**src/rtl/perf_counter_dumper.sv**
```systemverilog
// Perf-event accumulator with saturating counters, a 64-bit cycle timestamp and a snapshot streamer.
// Define PERF_DUMP_SKIP_ZERO_EN to stream only nonzero snapshot entries.
module perf_counter_dumper #(
  parameter int NUM_EVENTS    = 8,
  parameter int CNT_WIDTH     = 32,
  parameter int DUMP_INTERVAL = 10000,
  parameter int IDX_WIDTH     = (NUM_EVENTS > 1) ? $clog2(NUM_EVENTS) : 1
) (
  input  logic                  clk,
  input  logic                  rst,
  input  logic [NUM_EVENTS-1:0] ev_i,
  input  logic                  dump_req,
  output logic                  out_valid,
  input  logic                  out_ready,
  output logic [IDX_WIDTH-1:0]  out_idx,
  output logic [CNT_WIDTH-1:0]  out_value,
  output logic [63:0]           out_cycle,
  output logic                  busy,
  output logic [63:0]           cycle_cnt
);

  localparam logic [IDX_WIDTH-1:0] LAST_IDX = IDX_WIDTH'(NUM_EVENTS - 1);

  typedef enum logic {IDLE, DUMP} state_t;

  state_t               state, state_n;
  logic [CNT_WIDTH-1:0] live   [NUM_EVENTS];
  logic [CNT_WIDTH-1:0] shadow [NUM_EVENTS];
  logic [IDX_WIDTH-1:0] idx, idx_n;
  logic                 pending, pending_n;
  logic                 periodic, trigger, snap, fire;
  logic [IDX_WIDTH-1:0] cur_idx;
  logic                 cur_found, more;

  generate
    if (DUMP_INTERVAL != 0) begin : g_interval
      logic [31:0] int_cnt;
      assign periodic = (int_cnt == 32'(DUMP_INTERVAL - 1));
      always_ff @(posedge clk or negedge rst) begin
        if (!rst)          int_cnt <= '0;
        else if (periodic) int_cnt <= '0;
        else               int_cnt <= int_cnt + 32'd1;
      end
    end else begin : g_no_interval
      assign periodic = 1'b0;
    end
  endgenerate

  // cur_idx is the entry presented now; more says another entry follows it.
`ifdef PERF_DUMP_SKIP_ZERO_EN
  always_comb begin
    cur_found = 1'b0;
    cur_idx   = idx;
    more      = 1'b0;
    for (int i = NUM_EVENTS - 1; i >= 0; i--) begin
      if (IDX_WIDTH'(i) >= idx && shadow[i] != '0) begin
        cur_found = 1'b1;
        cur_idx   = IDX_WIDTH'(i);
      end
    end
    for (int i = 0; i < NUM_EVENTS; i++) begin
      if (IDX_WIDTH'(i) > cur_idx && shadow[i] != '0) more = 1'b1;
    end
  end
`else
  assign cur_found = 1'b1;
  assign cur_idx   = idx;
  assign more      = (idx != LAST_IDX);
`endif

  // Stream handshake: an entry transfers on a rising clk edge where out_valid and
  // out_ready are both high; out_valid and the payload hold until that edge.
  assign trigger   = dump_req | periodic;
  assign snap      = (state == IDLE) && (trigger || pending);
  assign out_valid = (state == DUMP) && cur_found;
  assign fire      = out_valid && out_ready;
  assign busy      = (state == DUMP);
  assign out_idx   = cur_idx;
  assign out_value = shadow[cur_idx];

  always_comb begin
    state_n   = state;
    idx_n     = idx;
    pending_n = pending;
    case (state)
      IDLE: begin
        if (snap) begin
          state_n   = DUMP;
          idx_n     = '0;
          pending_n = 1'b0;
        end
      end
      DUMP: begin
        if (trigger) pending_n = 1'b1;
        if (!cur_found) begin
          state_n = IDLE;
        end else if (fire) begin
          if (more) idx_n = cur_idx + IDX_WIDTH'(1);
          else      state_n = IDLE;
        end
      end
      default: state_n = IDLE;
    endcase
  end

  always_ff @(posedge clk or negedge rst) begin
    if (!rst) begin
      state     <= IDLE;
      idx       <= '0;
      pending   <= 1'b0;
      cycle_cnt <= '0;
      out_cycle <= '0;
    end else begin
      state     <= state_n;
      idx       <= idx_n;
      pending   <= pending_n;
      cycle_cnt <= cycle_cnt + 64'd1;
      if (snap) out_cycle <= cycle_cnt;
    end
  end

  // The snapshot cycle's own event seeds the new window instead of the shadow copy.
  always_ff @(posedge clk or negedge rst) begin
    if (!rst) begin
      for (int i = 0; i < NUM_EVENTS; i++) begin
        live[i]   <= '0;
        shadow[i] <= '0;
      end
    end else begin
      for (int i = 0; i < NUM_EVENTS; i++) begin
        if (snap) begin
          shadow[i] <= live[i];
          live[i]   <= CNT_WIDTH'(ev_i[i]);
        end else if (ev_i[i] && live[i] != '1) begin
          live[i] <= live[i] + CNT_WIDTH'(1);
        end
      end
    end
  end

endmodule
```
**config.mk**
```make
export PLATFORM = sky130hd
export DESIGN_NAME = perf_counter_dumper
export DESIGN_NICKNAME = d
export VERILOG_FILES = /design/src/rtl/perf_counter_dumper.sv
export SDC_FILE = /design/constraint.sdc
export NUM_CORES = 1
export LEC_CHECK = 0
export ABC_AREA = 1
export ABC_CLOCK_PERIOD_IN_PS = 2660
export CAP_MARGIN = 20
export CELL_PAD_IN_SITES_DETAIL_PLACEMENT = 1
export CELL_PAD_IN_SITES_GLOBAL_PLACEMENT = 1
export CORE_ASPECT_RATIO = 1.5
export CORE_UTILIZATION = 35
export CTS_CLUSTER_SIZE = 12
export DETAILED_ROUTE_END_ITERATION = 8
export PLACE_DENSITY_LB_ADDON = 0.1
export SLEW_MARGIN = 10
export SYNTH_ARGS = -nofsm -noshare
export SYNTH_HDL_FRONTEND = slang
export SYNTH_SLANG_ARGS = --single-unit
```
**constraint.sdc**
```tcl
create_clock -name clk -period 2.66 [get_ports clk]
set_input_delay 0.532 -clock clk [delete_from_list [all_inputs] [get_ports clk]]
set_output_delay 0.532 -clock clk [all_outputs]
set_load 0.02 [all_outputs]
```
==> flow_summary.toml, run 1 <==
[run_status]
outcome = "finished, violations left"
violations = "negative setup slack"

[grt]
grt_max_degree = 107
grt.total_usage_pct = 29.70
grt_pass1_wl_um = 236500
grt_overflow_total = 0
grt_pass1_vias = 37300
antenna_found_initial = 2

[synthesis]
synth_area_sq_mm = 0.03689
yosysTopAreaCell = "dfrtp_1"
syn_area_per_cell_sq_um = 7.264
ys_seq_area_share_pct = 45.93
synth_ff_type = "dfrtp_1"
syn_inst = 5078
yosysMostFrequentCell = "nand2_1"
synth.top_cell.area_share_pct = 45.93
synth-seq-cells = 677
syn_nets = 5102
synth_edf_count = 0
ys_top_cells_by_area = "dfrtp_1 46%, nand2_1 14%, nor2_1 7.7%, nand3_1 5.6%, inv_1 4.8%"
synth_cell_types = 36
synth_async_sr_flop_share_pct = 100.0
ys_top_cells_by_count = "1,420 x nand2_1, 758 x nor2_1, 677 x dfrtp_1, 476 x inv_1, 414 x nand3_1"
yosys_warnings = 0

[floorplan]
fp-row-count = 145
dieArea_sq_mm = 0.1067
die_h_um = 399.6
core_area_sq_mm = 0.1043
boundaryPins = 177
start_util_pct = 35.36
die_w_um = 267.1

[pwr]
combinationalPowerShare_pct = 36.7
p_int_w = 0.02542
total_leakage_power_nw = 20.21
swShare_pct = 39.47
seqPwrFrac_pct = 34.9
power-per-cell-area_mw_per_mm2 = 931.2
p_clk_share_pct = 28.4
total_power_w = 0.04198
ir_drop_uv = 566.7
switching_power_w = 0.01657

[critical_path]
cp-end-kind = "output port"
cp-start-kind = "flop"
r2r.worst_path.cells = 6
cp_data_arrival_time_ps = 2370
crit_path_start = "out_idx[0]"
worstReg2RegStart = "cycle_cnt[16]"
required_ps = 2130
timing.rr.end = "cycle_cnt[51]"
critPathMaxFanout = 8
r2r_slack_ps = 220
crit_type = "reg2out"

[final_layout]
final_area_sq_mm = 0.04509
nNetsFinal = 5359
area_growth_pct = 22.23
drive_gt1_share_pct = 9.318
final_core_util_pct = 43.22

[sta]
rsz0062_at_grt = "true"
post-route-min-period_ps = 2900
max_freq_mhz = 344.8
hold_viol_final = 0
final_max_slew_viol_count = 0
worst_slack_ps = -239.8
post-route-period-util_pct = 109.0
maxSlewHeadroom_pct = 48.23
skew_ps = 28.89
worst_pin_slew_ps = 775.7
setup_viol = 32

[drt]
drcViolationCount = 0
post_drt_wl_per_cell_um = 23.21
first_pass_iters = 5
finalWirelength_um = 157700
ant_nets = 0
first_iter_violations = 2088
avgViaCountPerCell = 5.253
vias = 35700

[clocking]
h-tree-depth = 3
clkLatencyLatePin_ps = 670
cts.clk_slew.worst_paths_ps = 60
cts_tree = "yes"
cts_made_buffers = 78
cts_sinks = 677
root_buffer = "clkbuf_16"
cts_buffer_depth = 3

[placed_design]
hpwl_um = 122800
gp_congestion = 0.9536
port_buffers = 176
place_area_sq_mm = 0.04104

[hold_path]
hold_class = "in2async"

[job]
maxCapViolCount = 0
[final cells by class]
type | count | area [sq um]
clock buffer | 113 | 2308
multi-input combinational | 3713 | 17400
tap | 1396 | 1747
clock inverter | 30 | 475.5
antenna | 1 | 2.502
sequential | 677 | 16950
fill | 12840 | 59230
timing repair buffer | 383 | 4388
inverter | 482 | 1823
[stage by stage]
stage / hold WS, ps / setup slack [ps] / cells / setup TNS [ps]
2_1_floorplan: 236.4 / 235.9 / 5078 / 0
3_3_place_gp: 445.5 / -59.13 / 6628 / -163.3
3_5_place_dp: 454.7 / -63.24 / 6628 / -105.3
4_1_cts: 340.3 / -288.0 / 6781 / -6997
5_1_grt: 373.4 / -326.0 / 6794 / -7193
6_report: 371.2 / -239.8 / 6795 / -5354
[flip-flops by register name (all words and copies together) (netlist names)]
signal,flops
shadow,256
out_idx,3
cycle_cnt,64
busy,1
live,256
pending,1
out_cycle,64
g_interval.int_cnt,32
[critical path: stages (launching register included)]
cell	delay (ps)
dfrtp_4	560
clkinv_8	130
buf_12	140
nor2_1	50
o22ai_1	240
nor2_1	120
a31oi_2	270
buf_4	200
[routing by layer]
metal | vias to the layer above | track usage [%] | wire [um]
met3 | 301 | 4.616 | 6601
li1 | 16960 | - | -
met5 | - | 0 | 17
met4 | 2 | 15.89 | 9145
met2 | 749 | 55.18 | 82730
met1 | 17690 | 32.02 | 59240
[how the worst max path moves through the flow]
stage	endpoint	slack [ps]	cells after the start
floorplan	out_value[26]	240	8
global placement	out_value[7]	-60	7
detailed placement	out_value[1]	-60	7
CTS	out_value[9]	-290	7
global route	out_value[4]	-330	9
finish	out_value[1]	-240	7
[placed cells by master, fill, tap and decap left out, types with 111 or more instances in the layout]
cell type,netlist,final
nand4_1,182,182
buf_4,13,147
nand2_1,1420,1420
inv_1,476,475
nand3_1,414,414
clkdlybuf4s50_1,0,141
o21ai_0,283,211
nor3_1,170,170
xor2_1,111,111
o21ai_1,218,267
dfrtp_1,677,675
nor2_1,758,722
[kinds of logic after synthesis]
kind of cell | Yosys count | share of synthesized area (%)
adders and majority gates | 12 | 0.4070
AOI/OAI and AO/OA | 588 | 8.239
DFF | 677 | 45.93
xor gates and xnor gates | 113 | 2.683
and+or+nand+nor | 3000 | 34.26
buffers and inverters | 688 | 8.487
[repair_timing]
item,in CTS,in global routing
pin swaps,30,50
endpoints found under the hold margin,18,0
gates cloned,6,9
gates resized for setup,164,146
endpoints found under the setup margin,33,33
setup buffers,4,8
hold buffers,1,0
[power groups by stage]
| stage | Clock [W] | Combinational, W | Sequential [W] |
|---|---|---|---|
| after floorplan | 0 | 0.00746 | 0.0134 |
| after global placement | 0 | 0.0128 | 0.0147 |
| after detailed placement | 0 | 0.0130 | 0.0147 |
| after CTS | 0.0122 | 0.0142 | 0.0146 |
| after global routing | 0.0126 | 0.0167 | 0.0148 |
| final | 0.0119 | 0.0154 | 0.0147 |
No activity file was read; power rests on OpenSTA's default activity.
==> run 2, diff against run 1 <==
--- a/config.mk
+++ b/config.mk
@@ -11,6 +11,7 @@
 export CELL_PAD_IN_SITES_DETAIL_PLACEMENT = 1
 export CELL_PAD_IN_SITES_GLOBAL_PLACEMENT = 1
 export CORE_ASPECT_RATIO = 1.5
+export CORE_MARGIN = 3
 export CORE_UTILIZATION = 35
 export CTS_CLUSTER_SIZE = 12
 export DETAILED_ROUTE_END_ITERATION = 8
==> run 2 against run 1 <==
  * Hold slack improved by 19 ps
  * Critical endpoint is now out_value[23]
  * Non-clock buffer count up 25
  * Setup slack got worse by 18 ps
  * Clock power barely moved
  * The run still ends with negative setup slack left
  * Clock skew fell by 8.3 ps
  * Routed wire length increased by 1.1%
  * Largest power group unchanged
  * Global-route usage decreased by 0.72 points
  * First-iteration DRC count about the same
  * Sequential cell count unchanged
  * Combinational power increased by 5%
  * Utilization up 0.36 points
==> flow_summary.toml, run 2 (synthesis results as in run 1) <==
[critical_path]
crit_slowest_cell = "dfrtp_4"
critPathMaxFanout = 8
r2r.worst_path.cells = 13
r2r_slack_ps = 340
path_cells = "buf_12 > buf_12 > buf_12 > o21ai_2 > o22ai_2 > nor2_2 > a31oi_2 > buf_12"
critPathMaxStageDelay_ps = 480
timing.rr.end = "shadow[0]"
required_ps = 2130
path_common_cell = "buf_12"
cp-start-kind = "flop"
cp-end-kind = "output port"
cp_data_arrival_time_ps = 2390
worstReg2RegStart = "g_interval.int_cnt[0]"
crit_path_start = "out_idx[0]"
endpoint = "out_value[23]"
crit_type = "reg2out"

[final_layout]
area_growth_pct = 23.25
final_area_sq_mm = 0.04546
final_common_cell = "nand2_1"
final_core_util_pct = 43.58
top_regs = "live: 256 flops, shadow: 256 flops"
nNetsFinal = 5384
fin_cells = 6813
layout_common_cells = "1,420 x nand2_1, 706 x nor2_1, 674 x dfrtp_1"
fillers = 12800
drive_gt1_share_pct = 10.41

[pwr]
total_leakage_power_nw = 20.32
ir_drop_uv = 577.3
power-per-cell-area_mw_per_mm2 = 932.0

[placed_design]
port_buffers = 176
place_area_sq_mm = 0.04124
gp_congestion = 0.9271
placed_cells = 6650
hpwl_um = 122700

[grt]
use_met3_pct = 5.290
grt_pass1_vias = 38540
grt_use_met2_pct = 53.05
grtUsageMet1_pct = 31.01
grt_overflow_total = 0
grt_max_degree = 99
grt.total_usage_pct = 28.98
grt_pass1_wl_um = 240800
antenna_found_initial = 3
top_usage_layer = "met2"

[clocking]
cts.clk_slew.worst_paths_ps = 60
clkLatencyLatePin_ps = 660
h-tree-depth = 3
cts_buffer_depth = 3
cts_made_buffers = 78
root_buffer = "clkbuf_16"
cts_sinks = 677
cts_tree = "yes"

[floorplan]
core_area_sq_mm = 0.1043
die_h_um = 403.6
fp-row-count = 145
boundaryPins = 177
die_w_um = 271.1
dieArea_sq_mm = 0.1094
start_util_pct = 35.36

[sta]
worst_pin_slew_ps = 737.9
final_max_slew_viol_count = 0
maxSlewHeadroom_pct = 50.75
post-route-period-util_pct = 109.7
worst_slack_ps = -257.7
skew_ps = 20.63
post-route-min-period_ps = 2918
max_freq_mhz = 342.7
setup_viol = 32
rsz0062_at_grt = "true"
hold_viol_final = 0

[drt]
avgViaCountPerCell = 5.285
first_pass_iters = 5
first_iter_violations = 2090
post_drt_wl_per_cell_um = 23.41
drcViolationCount = 0
vias = 36010
finalWirelength_um = 159500
ant_nets = 0

[job]
maxCapViolCount = 0

[hold_path]
hold_class = "in2async"

[run_status]
violations = "negative setup slack"
outcome = "finished, violations left"
run 2: changes by cell type in the layout (fill, tap and decap cells not counted), moves of 8 or more:
| cell | before | now |
|---|---|---|
| o22ai_2 | 14 | 24 |
| o22ai_1 | 16 | 6 |
| nor2_2 | 27 | 45 |
| nor2_1 | 722 | 706 |
| buf_4 | 147 | 169 |
| o21ai_1 | 267 | 254 |
| o21ai_4 | 0 | 8 |
run 2: critical path, delay by kind of cell (launching register included):
family	cells	cell delay, ps
DFF	1	480
buffers and inverters	4	590
and+or+nand+nor	1	80
AOI/OAI and AO/OA	3	560
run 2: how the worst min path moves through the flow:
| stage | end | depth (start not counted) | from | slack, ps |
|---|---|---|---|---|
| after floorplan | busy | 0 | rst | 240 |
| after global placement | g_interval.int_cnt[0] | 1 | g_interval.int_cnt[0] | 450 |
| after detailed placement | out_cycle[11] | 2 | out_cycle[11] | 460 |
| after CTS | live[98] | 2 | rst | 360 |
| after global routing | live[98] | 2 | rst | 420 |
| final | live[98] | 2 | rst | 390 |
run 2: where the power goes:
part	internal [W]	switching, W
sequential	0.0122	0.00242
clock	0.00682	0.00475
combinational	0.00633	0.00987
total	0.0253	0.0170
run 2: layout make-up:
class	instances	area, sq um	share of cell area (%)
Clock inverter	29	427.9	0.9413
Multi-Input combinational cell	3713	17630	38.78
Clock buffer	107	2223	4.891
Sequential cell	677	16950	37.28
Timing Repair Buffer	408	4643	10.21
Antenna cell	1	2.502	0.005504
Tap cell	1396	1747	3.842
Inverter	482	1839	4.046
run 2: layer usage:
| layer | part of all wire, % | routed length [um] |
|---|---|---|
| met5 | 0.014 | 23 |
| met4 | 6.7 | 10610 |
| met3 | 4.7 | 7468 |
| met2 | 51 | 82040 |
| met1 | 37 | 59370 |
run 2: repair_timing:
action | CTS | global route
pin swaps | 46 | 60
gates cloned | 13 | 4
hold endpoints to repair | 27 | 0
setup endpoints to repair | 33 | 32
buffers inserted | 10 | 8
gates resized for setup | 207 | 116
hold buffers | 1 | 0
run 2: stage by stage:
| step | power [W] | setup slack (ps) | TNS (ps) | hold slack (ps) |
|---|---|---|---|---|
| floorplan | 0.02089 | 235.9 | 0 | 236.4 |
| global placement | 0.02757 | 20.87 | 0 | 446.4 |
| detailed placement | 0.02780 | 37.19 | 0 | 462.1 |
| CTS | 0.04155 | -275.7 | -7481 | 361.3 |
| global route | 0.04452 | -342.5 | -7498 | 418.7 |
| finish | 0.04237 | -257.7 | -5901 | 390.0 |
